**src/rtl/prog_time_ticker.sv**
```systemverilog
// Programmable cycle ticker: one-cycle done pulse every final_reg+1 enabled cycles,
// periodic or one-shot; all outputs registered, no backpressure (enable only qualifies counting).
module prog_time_ticker #(
   parameter int WIDTH         = 16,
   parameter int DEFAULT_FINAL = 10,
   parameter int TICK_CNT_W    = 8
) (
   input  logic                  clk,
   input  logic                  reset,
   input  logic                  enable,
   input  logic                  load,
   input  logic [WIDTH-1:0]      final_value,
   input  logic                  mode,
   input  logic                  clear,
   output logic                  done,
   output logic [WIDTH-1:0]      count,
   output logic                  running,
   output logic [TICK_CNT_W-1:0] tick_count
);

   typedef enum logic {ARMED = 1'b0, EXPIRED = 1'b1} state_t;

   localparam logic [WIDTH-1:0] DEF_FINAL = WIDTH'(DEFAULT_FINAL);

   state_t           state;
   logic [WIDTH-1:0] final_reg;
   logic             mode_reg;

   always_ff @(posedge clk) begin
      if (reset) begin
         final_reg  <= DEF_FINAL;
         mode_reg   <= 1'b0;
         count      <= '0;
         done       <= 1'b0;
         tick_count <= '0;
         state      <= ARMED;
         running    <= 1'b1;
      end else if (load) begin
         final_reg <= final_value;
         mode_reg  <= mode;
         count     <= '0;
         done      <= 1'b0;
         state     <= ARMED;
         running   <= 1'b1;
      end else if (clear) begin
         count      <= '0;
         done       <= 1'b0;
         tick_count <= '0;
         state      <= ARMED;
         running    <= 1'b1;
      end else begin
         case (state)
            ARMED: begin
               done <= 1'b0;
               if (enable) begin
                  if (count == final_reg) begin
                     // terminal count: wrap, pulse, and park if one-shot
                     count      <= '0;
                     done       <= 1'b1;
                     tick_count <= tick_count + TICK_CNT_W'(1);
                     if (mode_reg) begin
                        state   <= EXPIRED;
                        running <= 1'b0;
                     end
                  end else begin
                     count <= count + WIDTH'(1);
                  end
               end
            end
            default: begin
               count   <= '0;
               done    <= 1'b0;
               running <= 1'b0;
            end
         endcase
      end
   end

endmodule

```
**config.mk**
```make
export PLATFORM = sky130hd
export DESIGN_NAME = prog_time_ticker
export DESIGN_NICKNAME = d
export VERILOG_FILES = /design/src/rtl/prog_time_ticker.sv
export SDC_FILE = /design/constraint.sdc
export NUM_CORES = 1
export LEC_CHECK = 0
export BUFFER_PORTS_ARGS = -buffer_cell sky130_fd_sc_hd__clkbuf_2
export CAP_MARGIN = 30
export CORE_ASPECT_RATIO = 1.75
export CORE_UTILIZATION = 53
export DETAILED_ROUTE_END_ITERATION = 16
export PLACE_DENSITY_LB_ADDON = 0.25
export SYNTH_ARGS = -nofsm -noshare
export SYNTH_HDL_FRONTEND = slang
export SYNTH_SLANG_ARGS = --single-unit
```
**constraint.sdc**
```tcl
create_clock -name clk -period 1.75 [get_ports clk]
set_input_delay 0.2625 -clock clk [delete_from_list [all_inputs] [get_ports clk]]
set_output_delay 0.2625 -clock clk [all_outputs]
set_load 0.05 [all_outputs]
```
==> out/metrics.csv <==
stage;metric;value;unit
drt;Via density;5.431;
synth;Mapped Cells;223;
sta;Final Hold Viols;0;
min_path;Hold Path Stages;2;
place;hpwl dp;3.435;mm
global_routing;first-pass GRT wire length;7.569;mm
cts;CTS Buffer Depth;2;
min_path;worst hold-check path type;in2reg;
final_layout;fin nets;309;
worst_setup_path;worst-path fanout max;7;
power;P per Cell Area;720.6;nW/um2
power;Switch Pwr;0.0004257;W
final_layout;Layout area overhead;23.61;%
cts;CTS tree;built;
worst_setup_path;R2R cell count;5;
global_routing;pin count of the biggest net entering global routing;32;
worst_setup_path;CP Class;reg2reg;
die;Die ar.;4205;um2
synth;syn nets;247;
power;power share of the combinational group;0.096;
cts;Hold Buf Count CTS;0;
worst_setup_path;Crit path required time;1.92;ns
sta;worst-margin pin slew;0.4342;ns
power;sequential power share;0.560;
worst_setup_path;crit path DAT;1.88;ns
synth;XOR/XNOR Fraction of Synth Area;0.1336;
sta;min Tclk post-route;1.707;ns
global_routing;Overflow after GRT;0;
die;Die Ht;85.04;um
sta;Peak Freq;585.9;MHz
drt;drt pass-1 iters;4;
synth;largest family of logic cells by synthesized area;simple AND/OR/NAND/NOR gates;
power;Pint;0.001434;W
drt;drt wl/cell;13.80;um
cts;root buffer cell;clkbuf_8;
place;gpl congestion;0.7827;
synth;syn avg cell area;9.364;um2
drt;Detail Route Antenna Nets;0;
synth;post-synthesis adder-cell area fraction;0.01198;
run;max cap viols;0;
drt;DR vias;1803;
cts;Clock Latency Late Sink;0.29;ns
synth;distinct cell type count of the synthesized netlist;44;
power;Total Power;0.001860;W
sta;Slew headroom;0.7079;
worst_setup_path;CP Launch Type;register;
synth;Seq cells post-synth;44;
sta;fin crit share;0.9753;
power;switching share of total power;0.2289;
final_layout;antenna cell count;0;
synth;sequential fraction of the synthesis area;0.4218;
cts;htree depth;2;
worst_setup_path;Critical Path Sink Type;register;
sta;Hold WS;0.1757;ns
cts;CTS Sinks;44;
cts;Num CTS Buffers;5;
synth;post-synthesis mux area share;0.07669;
drt;DRT iter0 DRCs;28;
synth;Mapped Area;2088;um2
synth;Synth Area in Simple Gates;0.2319;
drt;WL final;4.582;mm
sta;RSZ-0062 raised after global routing;yes;
die;Top Ports;48;
die;FP Rows;29;
synth;Yosys warnings;0;
place;port bufs;47;
power;clock share of power;0.344;
die;Core Area;3701;um2
power;Max VDD drop;0.6562;mV
power;Leakage;1.044;nW
global_routing;vias in the first global route;1718;
status;status;completed;
global_routing;initial antenna violation count;0;
drt;DRC errors left;0;
sta;clock skew;0.003605;ns
synth;compound-gate portion of the synthesized area;0.08808;
cts;clock-pin slew on the worst setup and hold paths;0.08;ns
die;Initial Util;0.5642;
sta;Slew Viols, Final;0;
final_layout;share of layout cells above drive strength 1;0.3357;
sta;final setup fails;0;
die;Die X;49.45;um
global_routing;Tot GR Track Use;0.2348;
[power by group through the flow]
| stage | Clock, W | Sequential, W | Combinational (W) |
|---|---|---|---|
| 2_1_floorplan | 0 | 0.00106 | 0.000113 |
| 3_3_place_gp | 0 | 0.00106 | 0.000171 |
| 3_5_place_dp | 0 | 0.00106 | 0.000175 |
| 4_1_cts | 0.000660 | 0.00104 | 0.000176 |
| 5_1_grt | 0.000688 | 0.00104 | 0.000195 |
| 6_report | 0.000640 | 0.00104 | 0.000179 |
[through the flow]
step | setup WS [ns] | TNS [ns] | cell area, um2 | std cells | utilization
after detailed placement | 0.006051 | 0 | 2484 | 323 | 0.6711
after CTS | 0.0008837 | 0 | 2574 | 331 | 0.6954
after global routing | -0.03358 | -0.08635 | 2581 | 332 | 0.6974
after global placement | 0.06334 | 0 | 2484 | 323 | 0.6711
final | 0.04317 | 0 | 2581 | 332 | 0.6974
after floorplan | 0.009010 | 0 | 2111 | 223 | -
[routing by layer]
layer / track usage / vias to the layer above / wire, um
met3: 0.04122 / 8 / 117
met4: 0.1117 / 0 / 76
li1: - / 899 / -
met2: 0.4384 / 35 / 2565
met5: 0 / - / 0
met1: 0.2463 / 861 / 1823
[synth_stat cells]
cell type   n  area, um2
nor4_1      4      25.02
o21ai_4     1      16.27
nor3b_1     2      15.01
a41oi_1     3      26.28
nor3_2      1      10.01
or2_2       2      12.51
nand2b_1    5      31.28
nor2b_1     2      12.51
a21oi_1     1      5.000
xor2_1      5      43.79
and3_1      3      18.77
a21o_1      1      7.510
clkbuf_1    3      11.26
nand2_1     6      22.52
buf_6       1      11.26
and3_2      1      7.510
o21ai_0     3      15.01
buf_4       2      15.01
o311ai_0    1      8.760
mux2i_1    16      160.2
or3_1       1      6.260
nand4b_1    1      8.760
nand4_1     8      50.05
dfxtp_1    44      880.8
o31ai_4     1      21.27
o21a_1      1      7.510
xnor2_1    25      219.0
a31oi_1     3      18.77
o2bb2ai_1   1      8.760
nor2_1     41      153.9
a211o_1     2      17.52
nor3_1      4      20.02
inv_1       6      22.52
nand3_1     6      30.03
a32oi_1     1      8.760
xnor2_2     1      16.27
buf_2       3      15.01
nor4_2      1      12.51
and4_1      2      17.52
nor4bb_1    1      10.01
or3_4       1      11.26
o31ai_1     3      22.52
ha_1        2      25.02
or2_4       1      8.760
[critical path, stage by stage (launching register included)]
cell and delay [ns]:
dfxtp_2 0.35, xnor2_1 0.20, nand3_1 0.14, or3_4 0.42, o31ai_4 0.33, o21ai_0 0.14
[area by class of cell]
| class | instances | area [um2] |
|---|---|---|
| clock buffer | 8 | 90.09 |
| multi-input combinational | 164 | 1132 |
| inverter | 6 | 22.52 |
| fill | 331 | 1120 |
| sequential | 44 | 903.4 |
| tap | 46 | 57.56 |
| timing repair buffer | 64 | 375.4 |
[final timing paths]
path                                      end      startpoint  slack (ns)
worst max-delay path            tick_count[7]        count[1]        0.04
worst min-delay path             final_reg[3]  final_value[3]        0.18
worst max register to register  tick_count[7]        count[1]        0.04
worst min register to register        running         running        0.46
[cell usage in the layout (no fill, tap or decap), types with 3 or more instances in the layout]
cell,n
a31oi_1,3
a41oi_1,3
and3_1,3
buf_4,16
clkbuf_2,47
clkbuf_8,6
dfxtp_1,28
dfxtp_2,15
inv_1,6
mux2i_1,16
nand2_1,6
nand2b_1,5
nand3_1,6
nand4_1,8
nor2_1,41
nor3_1,4
nor4_1,4
o31ai_1,3
xnor2_1,25
xor2_1,5
[cell families (layout without fill, tap and decap cells)]
| group | count (synthesis) | in the layout |
|---|---|---|
| XOR/XNOR | 31 | 31 |
| multiplexers | 16 | 16 |
| adder cells (fa/ha/maj) | 2 | 2 |
| flip-flops | 44 | 44 |
| buffers and inverters | 15 | 78 |
| AO/OA/AOI/OAI | 22 | 22 |
| AND/OR/NAND/NOR | 93 | 93 |
[repair_timing]
item | CTS | global route
hold endpoints to repair | 0 | 0
setup endpoints to repair | 0 | 8
setup buffers | 0 | 1
resized for setup | 0 | 1
(Power assumes the default switching activity.)
